File: config.mk
export PLATFORM = sky130hd
export DESIGN_NAME = fp_wb_arbiter_flat
export DESIGN_NICKNAME = d
export VERILOG_FILES = /design/src/rtl/fp_wb_arbiter_if.sv /design/src/rtl/fp_wb_arbiter.sv /design/src/flat_wrapper.sv
export SDC_FILE = /design/constraint.sdc
export NUM_CORES = 1
export LEC_CHECK = 0
export ABC_AREA = 1
export BUFFER_PORTS_ARGS = -buffer_cell sky130_fd_sc_hd__buf_2
export CORE_ASPECT_RATIO = 1.4
export CORE_MARGIN = 5
export CORE_UTILIZATION = 38
export DETAILED_ROUTE_END_ITERATION = 12
export PLACE_DENSITY = 0.66
export SYNTH_ARGS = -nofsm -noshare
export SYNTH_HDL_FRONTEND = slang
export SYNTH_SLANG_ARGS = --single-unit
File: constraint.sdc
create_clock -name in_clk -period 3.9 [get_ports in_clk]
set_input_delay 0.585 -clock in_clk [delete_from_list [all_inputs] [get_ports in_clk]]
set_output_delay 0.585 -clock in_clk [all_outputs]
set_load 0.005 [all_outputs]
File: src/rtl/fp_wb_arbiter_if.sv
// fp_wb_arbiter_if: bundles the two result producers, the writeback consumer
// and the fflags CSR path of the FP writeback arbiter.
//   slave  : arbiter-side view (takes results, drives readys/writeback/flags)
//   master : environment-side view (drives results, consumes writeback)
interface fp_wb_arbiter_if #(
    parameter int DATA_WIDTH = 64,
    parameter int RD_WIDTH   = 5
);
    // comparison result channel (integer file)
    logic                  in_cmp_valid;
    logic                  out_cmp_ready;
    logic [DATA_WIDTH-1:0] in_cmp_data;
    logic                  in_cmp_flag_NV;
    logic [RD_WIDTH-1:0]   in_cmp_rd;

    // arithmetic result channel (FP file)
    logic                  in_arith_valid;
    logic                  out_arith_ready;
    logic [DATA_WIDTH-1:0] in_arith_data;
    logic [4:0]            in_arith_flags;
    logic [RD_WIDTH-1:0]   in_arith_rd;

    // buffered writeback port
    logic                  out_wb_valid;
    logic                  in_wb_ready;
    logic [DATA_WIDTH-1:0] out_wb_data;
    logic [RD_WIDTH-1:0]   out_wb_rd;
    logic                  out_wb_is_int;

    // fflags CSR access
    logic                  in_csr_we;
    logic [4:0]            in_csr_wdata;
    logic [4:0]            out_fflags;

    modport slave (
        input  in_cmp_valid, in_cmp_data, in_cmp_flag_NV, in_cmp_rd,
        output out_cmp_ready,
        input  in_arith_valid, in_arith_data, in_arith_flags, in_arith_rd,
        output out_arith_ready,
        output out_wb_valid, out_wb_data, out_wb_rd, out_wb_is_int,
        input  in_wb_ready,
        input  in_csr_we, in_csr_wdata,
        output out_fflags
    );

    modport master (
        output in_cmp_valid, in_cmp_data, in_cmp_flag_NV, in_cmp_rd,
        input  out_cmp_ready,
        output in_arith_valid, in_arith_data, in_arith_flags, in_arith_rd,
        input  out_arith_ready,
        input  out_wb_valid, out_wb_data, out_wb_rd, out_wb_is_int,
        output in_wb_ready,
        output in_csr_we, in_csr_wdata,
        input  out_fflags
    );
endinterface

File: src/rtl/fp_wb_arbiter.sv
// fp_wb_arbiter: merges FP comparison results (integer file) and FP arithmetic
// results (FP file) into one buffered writeback port, round-robin arbitrated,
// and keeps the sticky fflags accumulator.
// Build option: define FP_WB_SKID_EN for a 2-entry output buffer that keeps
// accepting while the head is stalled; otherwise the buffer holds 1 entry.
module fp_wb_arbiter #(
    parameter int DATA_WIDTH = 64,
    parameter int RD_WIDTH   = 5
) (
    input  logic           in_clk,
    input  logic           in_rst_n,
    fp_wb_arbiter_if.slave bus
);

`ifdef FP_WB_SKID_EN
    localparam int DEPTH = 2;
`else
    localparam int DEPTH = 1;
`endif
    localparam int PTR_W = (DEPTH > 1) ? $clog2(DEPTH) : 1;
    localparam int CNT_W = $clog2(DEPTH + 1);
    localparam logic [CNT_W-1:0] DEPTH_C  = CNT_W'(DEPTH);
    localparam logic [PTR_W-1:0] LAST_PTR = PTR_W'(DEPTH - 1);

    // which channel wins a tie
    typedef enum logic {
        PRI_CMP   = 1'b0,
        PRI_ARITH = 1'b1
    } pri_e;

    // circular pointer advance with wrap at DEPTH
    function automatic logic [PTR_W-1:0] ptr_inc(input logic [PTR_W-1:0] p);
        return (p == LAST_PTR) ? '0 : p + 1'b1;
    endfunction

    // state
    logic [CNT_W-1:0]      count_q, count_d;
    logic [PTR_W-1:0]      rd_ptr_q, rd_ptr_d;
    logic [PTR_W-1:0]      wr_ptr_q, wr_ptr_d;
    pri_e                  pri_q, pri_d;
    logic [4:0]            fflags_q, fflags_d;
    logic [DATA_WIDTH-1:0] data_q   [DEPTH];
    logic [DATA_WIDTH-1:0] data_d   [DEPTH];
    logic [RD_WIDTH-1:0]   rd_q     [DEPTH];
    logic [RD_WIDTH-1:0]   rd_d     [DEPTH];
    logic                  is_int_q [DEPTH];
    logic                  is_int_d [DEPTH];

    // arbitration / datapath intermediates
    logic                  pop;
    logic                  can_accept;
    logic                  cmp_x0;
    logic                  cmp_elig;
    logic                  arith_elig;
    logic                  grant_cmp;
    logic                  grant_arith;
    logic                  push;
    logic [DATA_WIDTH-1:0] push_data;
    logic [RD_WIDTH-1:0]   push_rd;
    logic                  push_is_int;
    logic [4:0]            acc_flags;
    logic [DEPTH-1:0]      wr_en;

    // Grant decision. A comparison aimed at x0 never occupies a slot, so it
    // stays eligible even when the buffer is full and not draining. Both
    // readys are forced low while reset is asserted.
    always_comb begin
        pop         = (count_q != '0) && bus.in_wb_ready;
        can_accept  = (count_q < DEPTH_C) || pop;
        cmp_x0      = (bus.in_cmp_rd == '0);
        cmp_elig    = in_rst_n && bus.in_cmp_valid && (can_accept || cmp_x0);
        arith_elig  = in_rst_n && bus.in_arith_valid && can_accept;
        grant_cmp   = cmp_elig   && (!arith_elig || (pri_q == PRI_CMP));
        grant_arith = arith_elig && (!cmp_elig   || (pri_q == PRI_ARITH));

        push        = grant_arith || (grant_cmp && !cmp_x0);
        push_data   = grant_cmp ? bus.in_cmp_data : bus.in_arith_data;
        push_rd     = grant_cmp ? bus.in_cmp_rd   : bus.in_arith_rd;
        push_is_int = grant_cmp;

        acc_flags = 5'b00000;
        if (grant_cmp) begin
            acc_flags = {bus.in_cmp_flag_NV, 4'b0000};
        end else if (grant_arith) begin
            acc_flags = bus.in_arith_flags;
        end
    end

    assign bus.out_cmp_ready   = grant_cmp;
    assign bus.out_arith_ready = grant_arith;

    // per-slot write enables from the write pointer
    genvar gi;
    generate
        for (gi = 0; gi < DEPTH; gi++) begin : g_wr_en
            assign wr_en[gi] = push && (wr_ptr_q == PTR_W'(gi));
        end
    endgenerate

    // Next-state: occupancy, pointers, priority, flags and slot contents
    always_comb begin
        count_d  = count_q;
        rd_ptr_d = rd_ptr_q;
        wr_ptr_d = wr_ptr_q;
        pri_d    = pri_q;

        case ({push, pop})
            2'b10:   count_d = count_q + 1'b1;
            2'b01:   count_d = count_q - 1'b1;
            default: count_d = count_q;
        endcase

        if (push) begin
            wr_ptr_d = ptr_inc(wr_ptr_q);
        end
        if (pop) begin
            rd_ptr_d = ptr_inc(rd_ptr_q);
        end

        // the loser of this cycle gets priority next time
        if (grant_cmp) begin
            pri_d = PRI_ARITH;
        end else if (grant_arith) begin
            pri_d = PRI_CMP;
        end

        // CSR write replaces the base value; new exceptions are still ORed in
        fflags_d = (bus.in_csr_we ? bus.in_csr_wdata : fflags_q) | acc_flags;

        for (int i = 0; i < DEPTH; i++) begin
            data_d[i]   = data_q[i];
            rd_d[i]     = rd_q[i];
            is_int_d[i] = is_int_q[i];
            if (wr_en[i]) begin
                data_d[i]   = push_data;
                rd_d[i]     = push_rd;
                is_int_d[i] = push_is_int;
            end
        end
    end

    // State register with synchronous active-low reset; storage is cleared
    // too so the writeback port reads all-zero after reset.
    always_ff @(posedge in_clk) begin
        if (!in_rst_n) begin
            count_q  <= '0;
            rd_ptr_q <= '0;
            wr_ptr_q <= '0;
            pri_q    <= PRI_CMP;
            fflags_q <= 5'b00000;
            for (int i = 0; i < DEPTH; i++) begin
                data_q[i]   <= '0;
                rd_q[i]     <= '0;
                is_int_q[i] <= 1'b0;
            end
        end else begin
            count_q  <= count_d;
            rd_ptr_q <= rd_ptr_d;
            wr_ptr_q <= wr_ptr_d;
            pri_q    <= pri_d;
            fflags_q <= fflags_d;
            for (int i = 0; i < DEPTH; i++) begin
                data_q[i]   <= data_d[i];
                rd_q[i]     <= rd_d[i];
                is_int_q[i] <= is_int_d[i];
            end
        end
    end

    // Head of the buffer drives the writeback port
    generate
        if (DEPTH == 1) begin : g_head_single
            assign bus.out_wb_data   = data_q[0];
            assign bus.out_wb_rd     = rd_q[0];
            assign bus.out_wb_is_int = is_int_q[0];
        end else begin : g_head_multi
            assign bus.out_wb_data   = data_q[rd_ptr_q];
            assign bus.out_wb_rd     = rd_q[rd_ptr_q];
            assign bus.out_wb_is_int = is_int_q[rd_ptr_q];
        end
    endgenerate

    assign bus.out_wb_valid = (count_q != '0);
    assign bus.out_fflags   = fflags_q;

endmodule

File: src/flat_wrapper.sv
// flat-port wrapper written by rule: the top's interface ports become plain ports
module fp_wb_arbiter_flat 
#(
    parameter int DATA_WIDTH = 64,
    parameter int RD_WIDTH   = 5
)
  (in_clk, in_rst_n, bus_in_cmp_valid, bus_in_cmp_data, bus_in_cmp_flag_NV, bus_in_cmp_rd, bus_out_cmp_ready, bus_in_arith_valid, bus_in_arith_data, bus_in_arith_flags, bus_in_arith_rd, bus_out_arith_ready, bus_out_wb_valid, bus_out_wb_data, bus_out_wb_rd, bus_out_wb_is_int, bus_in_wb_ready, bus_in_csr_we, bus_in_csr_wdata, bus_out_fflags);
  fp_wb_arbiter_if #(.DATA_WIDTH(DATA_WIDTH), .RD_WIDTH(RD_WIDTH)) bus_i ();
  input  logic in_clk;
  input  logic in_rst_n;
  input wire logic [$bits(bus_i.in_cmp_valid)-1:0] bus_in_cmp_valid;
  input wire logic [$bits(bus_i.in_cmp_data)-1:0] bus_in_cmp_data;
  input wire logic [$bits(bus_i.in_cmp_flag_NV)-1:0] bus_in_cmp_flag_NV;
  input wire logic [$bits(bus_i.in_cmp_rd)-1:0] bus_in_cmp_rd;
  output wire logic [$bits(bus_i.out_cmp_ready)-1:0] bus_out_cmp_ready;
  input wire logic [$bits(bus_i.in_arith_valid)-1:0] bus_in_arith_valid;
  input wire logic [$bits(bus_i.in_arith_data)-1:0] bus_in_arith_data;
  input wire logic [$bits(bus_i.in_arith_flags)-1:0] bus_in_arith_flags;
  input wire logic [$bits(bus_i.in_arith_rd)-1:0] bus_in_arith_rd;
  output wire logic [$bits(bus_i.out_arith_ready)-1:0] bus_out_arith_ready;
  output wire logic [$bits(bus_i.out_wb_valid)-1:0] bus_out_wb_valid;
  output wire logic [$bits(bus_i.out_wb_data)-1:0] bus_out_wb_data;
  output wire logic [$bits(bus_i.out_wb_rd)-1:0] bus_out_wb_rd;
  output wire logic [$bits(bus_i.out_wb_is_int)-1:0] bus_out_wb_is_int;
  input wire logic [$bits(bus_i.in_wb_ready)-1:0] bus_in_wb_ready;
  input wire logic [$bits(bus_i.in_csr_we)-1:0] bus_in_csr_we;
  input wire logic [$bits(bus_i.in_csr_wdata)-1:0] bus_in_csr_wdata;
  output wire logic [$bits(bus_i.out_fflags)-1:0] bus_out_fflags;
  assign bus_i.in_cmp_valid = bus_in_cmp_valid;
  assign bus_i.in_cmp_data = bus_in_cmp_data;
  assign bus_i.in_cmp_flag_NV = bus_in_cmp_flag_NV;
  assign bus_i.in_cmp_rd = bus_in_cmp_rd;
  assign bus_out_cmp_ready = bus_i.out_cmp_ready;
  assign bus_i.in_arith_valid = bus_in_arith_valid;
  assign bus_i.in_arith_data = bus_in_arith_data;
  assign bus_i.in_arith_flags = bus_in_arith_flags;
  assign bus_i.in_arith_rd = bus_in_arith_rd;
  assign bus_out_arith_ready = bus_i.out_arith_ready;
  assign bus_out_wb_valid = bus_i.out_wb_valid;
  assign bus_out_wb_data = bus_i.out_wb_data;
  assign bus_out_wb_rd = bus_i.out_wb_rd;
  assign bus_out_wb_is_int = bus_i.out_wb_is_int;
  assign bus_i.in_wb_ready = bus_in_wb_ready;
  assign bus_i.in_csr_we = bus_in_csr_we;
  assign bus_i.in_csr_wdata = bus_in_csr_wdata;
  assign bus_out_fflags = bus_i.out_fflags;
  fp_wb_arbiter #(.DATA_WIDTH(DATA_WIDTH), .RD_WIDTH(RD_WIDTH)) u_core (.in_clk(in_clk), .in_rst_n(in_rst_n), .bus(bus_i));
endmodule
======== After elaboration in Yosys (flattened, before gate mapping) ========
Memories as Yosys holds them, arrays and structs flattened.
Cells that the tools add are included.
storage, ports and cells
  bits in registers ....................... 8
  memory bits (writable) .................. 70
  input port bits ......................... 155
  logic and storage cells ................. 59
  memories ................................ 3
operators by class
  add/sub/neg operators ................... 3
  magnitude comparators ................... 1
  equal/unequal tests ..................... 2
  muxes and demuxes ....................... 20
  bitwise gates (word level) .............. 3
  reduce and logical (&&, ||, !) cells .... 23
memories
  memory           depth  width  rd ports  clocked after memory_dff  write ports  line                 text
  u_core.data_q    1      64     1         0                         1            fp_wb_arbiter.sv:42  logic [DATA_WIDTH-1:0] data_q [DEPTH];
  u_core.rd_q      1      5      1         0                         1            fp_wb_arbiter.sv:44  logic [RD_WIDTH-1:0] rd_q [DEPTH];
  u_core.is_int_q  1      1      1         0                         1            fp_wb_arbiter.sv:46  logic is_int_q [DEPTH];
operator list
  cell                                                 count
  2-to-1 mux 64 bit                                    3
  OR reduction 64 bit                                  1
  2-to-1 mux 5 bit                                     6
  2-to-1 mux 1 bit                                     10
  logical AND 1 bit                                    9
  logical NOT 5 bit                                    1
  logical OR 1 bit                                     5
  bitwise OR 5 bit                                     1
  OR reduction 5 bit                                   1
  nonzero test 2 bit                                   2
  logical NOT 1 bit                                    3
  adder 1 bit, second input constant                   2
  equality test 2 x 1 -> 1 bit, second input constant  1
  equality test 2 bit, second input constant           1
  NOT 1 bit                                            2
  one-hot mux 1 bit (2 select lines)                   1
  < comparator 1 bit, second input constant            1
  OR reduction 1 bit                                   1
  subtractor 1 bit, second input constant              1

======== Logic depth before layout (Yosys ltp) ========
  word-level depth ........................ 11
  mapped depth ............................ 11
  gate-level depth less buffers ........... 9

======== Worst setup path before layout ========
No wires, ideal clock.
  kind .................................... input to output
  start point ............................. input in_rst_n
  end point ............................... output bus_out_cmp_ready
  arrival time ............................ 1.367 ns
  required time ........................... 3.315 ns
  setup slack ............................. 1.948 ns
  stages .................................. 7
  cells stage by stage .................... buf_2 -> nand2_1 -> inv_2 -> nand3_2 -> nand3_2 -> buf_4 -> inv_2
between the ends
  longest elaborated chain between the ends .. 5
  elaborated cells on any way between the ends .. 7
  classes of those cells .................. reduce/logical: 7
RTL lines
  item                             line                 text
  start: declaration               flat_wrapper.sv:10   input logic in_rst_n;
  logical AND 1 bit (2 in series)  fp_wb_arbiter.sv:72  arith_elig = in_rst_n && bus.in_arith_valid && can_accept;
  logical NOT 1 bit                fp_wb_arbiter.sv:73  grant_cmp = cmp_elig && (!arith_elig || (pri_q == PRI_CMP));
  logical OR 1 bit                 fp_wb_arbiter.sv:73
  logical AND 1 bit *              fp_wb_arbiter.sv:73
  end: declaration                 flat_wrapper.sv:15   output wire logic [$bits(bus_i.out_cmp_ready)-1:0] bus_out_cmp_ready;
Mark *: on every way between the ends. The rest lies on a longest branch, timed or not.

======== Worst setup path after layout ========
  start point ............................. input in_rst_n
  end point ............................... output bus_out_arith_ready
between the ends
  longest elaborated chain between the ends .. 5
  elaborated cells on any way between the ends .. 7
  classes of those cells .................. reduce/logical: 7
RTL lines
  item                             line                 text
  logical AND 1 bit (2 in series)  fp_wb_arbiter.sv:71  cmp_elig = in_rst_n && bus.in_cmp_valid && (can_accept || cmp_x0);
  logical NOT 1 bit                fp_wb_arbiter.sv:74  grant_arith = arith_elig && (!cmp_elig || (pri_q == PRI_ARITH));
  logical OR 1 bit                 fp_wb_arbiter.sv:74
  logical AND 1 bit *              fp_wb_arbiter.sv:74
  end: declaration                 flat_wrapper.sv:20   output wire logic [$bits(bus_i.out_arith_ready)-1:0] bus_out_arith_ready;
Marks and branches as above.

==> flow_summary.yaml <==
timing:
  fin_skew_ps: 6.98
  hold_ws_ps: 483
  slew_violations: 0
  worst_pin_slew_ps: 789
  period_needed_ps: 2400
  hold_viol_final: 0
  setup_ws_ps: 1500
  rsz0062_at_grt: "false"
  slew_headroom_pct: 47.4
  max_freq_mhz: 417
  setup_viol: 0
  finalSetupTns_ps: 0
  post-route-period-util_pct: 61.5
grt:
  grt_pass1_wl_mm: 24.5
  grt_max_degree: 73
  globalRouteOverflowTotal: 0
  grt_pass1_vias: 5037
  antenna_found_initial: 1
  grt_usage_pct: 20.2
die:
  dieArea_sq_mm: 0.0146
  rows: 48
  die_w_um: 104
  pin_count: 233
  die_y_um: 141
  core_sq_mm: 0.0122
  initial_utilization_pct: 38.3
route:
  via_per_inst: 4.84
  wl_mm: 15.5
  dr.pass1.iters: 4
  ant_nets: 0
  drt-initial-drc-count: 178
  wl_per_cell_um: 14.2
  drc: 0
  dr_total_vias: 5274
yosys:
  yosys.area.top_type_share_pct: 33.0
  synth.cell_area_sq_mm: 0.00467
  avgSynthCellArea_sq_um: 6.32
  synthCells: 738
  ys_ff_latch: 77
  yosys.area.top_type: "dfxtp_1"
  syn-num-nets: 893
  synth_area_leaders: "dfxtp_1 33%, nand2_1 18%, inv_1 12%"
  yosysSeqAreaShare_pct: 33.0
  ys_warn_count: 0
  synth_cell_types: 23
final_layout:
  drive_above_1_share_pct: 28.6
  nets: 1089
  syn2layout_area_growth_pct: 31.8
  fin_cells: 1090
clocking:
  clk_latency_ps: 340
  post-cts-setup-buffers: 0
  ctsHoldBuffers: 0
  clk_pin_slew_ps: 60
  cts_resized: 0
  cts_root_buf: "clkbuf_16"
  cts_buffers: 9
  clock-sinks: 77
  cts_tree: "built"
  clock_path_buffers: 2
  htreeDepth: 3
placement:
  dp.cells: 1073
  io_buffers: 232
  place_hpwl_mm: 10.4
  place_ws_ps: 1500
  gp_congestion: 0.813
power:
  p_sw_share_pct: 29.1
  leakagePower_nw: 3.99
  p_clk_share_pct: 37.2
  fin_total_pwr_mw: 2.33
  ir_worst_vdd_mv: 0.191
  powerDensity_mw_per_mm2: 378
  power_frac_seq_pct: 38.6
  p_int_mw: 1.65
  power.switching_uw: 677
  power_frac_comb_pct: 24.2
setup_path:
  r2r_slack_ps: 2140
  cp.arrival_ps: 1810
  crit_required_ps: 3310
  path_max_fanout: 32
  crit_type: "primary input to output pin"
  cp-start-kind: "primary input"
  cp-end-kind: "output pin"
status:
  status: "finished, final reports clean"
hold_path:
  holdCritPathClass: "flop to flop"
run:
  drv_cap: 0
synthesized netlist by cell type:
master / instances
a21oi_1: 2
a21oi_2: 1
a31oi_1: 4
buf_1: 12
buf_2: 13
buf_4: 8
buf_6: 1
clkbuf_1: 23
dfxtp_1: 77
inv_1: 147
inv_2: 3
mux2i_1: 1
nand2_1: 227
nand2_2: 2
nand3_1: 70
nand3_2: 3
nand3b_1: 69
nand4_1: 69
nor2_1: 2
nor3_1: 1
o211ai_4: 1
o21ai_0: 1
o22ai_1: 1
worst max-delay path, cell delays in order:
cell,delay [ps]
buf_2,100
nand2_1,110
inv_2,300
buf_4,410
a21oi_2,160
buf_2,150
final timing paths:
kind | depth (start not counted) | end | start
max | 6 | bus_out_arith_ready | in_rst_n
min | 2 | u_core.bus.out_fflags[1] | u_core.bus.out_fflags[1]
max reg2reg | 8 | u_core.data_q[0][24] | u_core.bus.out_wb_valid
min reg2reg | 2 | u_core.bus.out_fflags[1] | u_core.bus.out_fflags[1]
cells by family (layout without fill, tap and decap cells):
kind of cell           Yosys count  after routing  share of synthesized area (%)
AND/OR/NAND/NOR                443            443                           47.3
multiplexers                     1              1                          0.215
buffers and inverters          207            408                           17.8
other                            0              1                              0
flip-flops                      77             77                           33.0
AO/OA/AOI/OAI                   10             10                           1.64
power by group through the flow:
stage               clock (mW)  sequential, mW  combinational, mW
floorplan                    0           0.922              0.334
global placement             0           0.912              0.566
detailed placement           0           0.915              0.566
CTS                      0.892           0.899              0.571
global route             0.918           0.908              0.640
finish                   0.865           0.899              0.563
placed cells by master (no fill, tap or decap), types with 3 or more instances in the layout:
master     count
nand3_1       70
inv_1        147
nand4_1       69
nand3_2        3
a31oi_1        4
nand2_2        3
buf_2        232
nand2_1      226
dfxtp_1       77
inv_2          3
buf_4          9
nand3b_1      69
clkbuf_16      9
metal layers:
| metal | vias to the layer above | share of wire, % | wire length (um) | GRT usage (%) |
|---|---|---|---|---|
| li1 | 2714 | - | - | - |
| met1 | 2335 | 40 | 6160 | 22.3 |
| met2 | 192 | 50 | 7780 | 36.3 |
| met3 | 33 | 6.6 | 1030 | 5.13 |
| met4 | 0 | 3.3 | 510 | 8.73 |
| met5 | - | 0 | 0 | 0 |
registers in the layout, indices dropped and copies added, names as in the netlist:
signal	cells
u_core.bus.out_fflags	5
u_core.bus.out_wb_valid	1
u_core.data_q	64
u_core.is_int_q	1
u_core.pri_q	1
u_core.rd_q	5
metrics by stage:
step,cell area (sq um),utilization [%]
finish,6150,50.5
global route,6150,50.5
CTS,6150,50.4
detailed placement,5840,47.9
global placement,5840,47.9
floorplan,4670,-
final cells by class:
class | instances | area, sq um
Fill cell | 1319 | 6040
Multi-Input combinational cell | 454 | 2300
Sequential cell | 77 | 1540
Timing Repair Buffer | 242 | 1250
Inverter | 150 | 563
Clock buffer | 11 | 253
Tap cell | 150 | 188
Clock inverter | 5 | 58.8
Antenna cell | 1 | 2.50
Note: power is estimated with default switching activity, not from simulation.
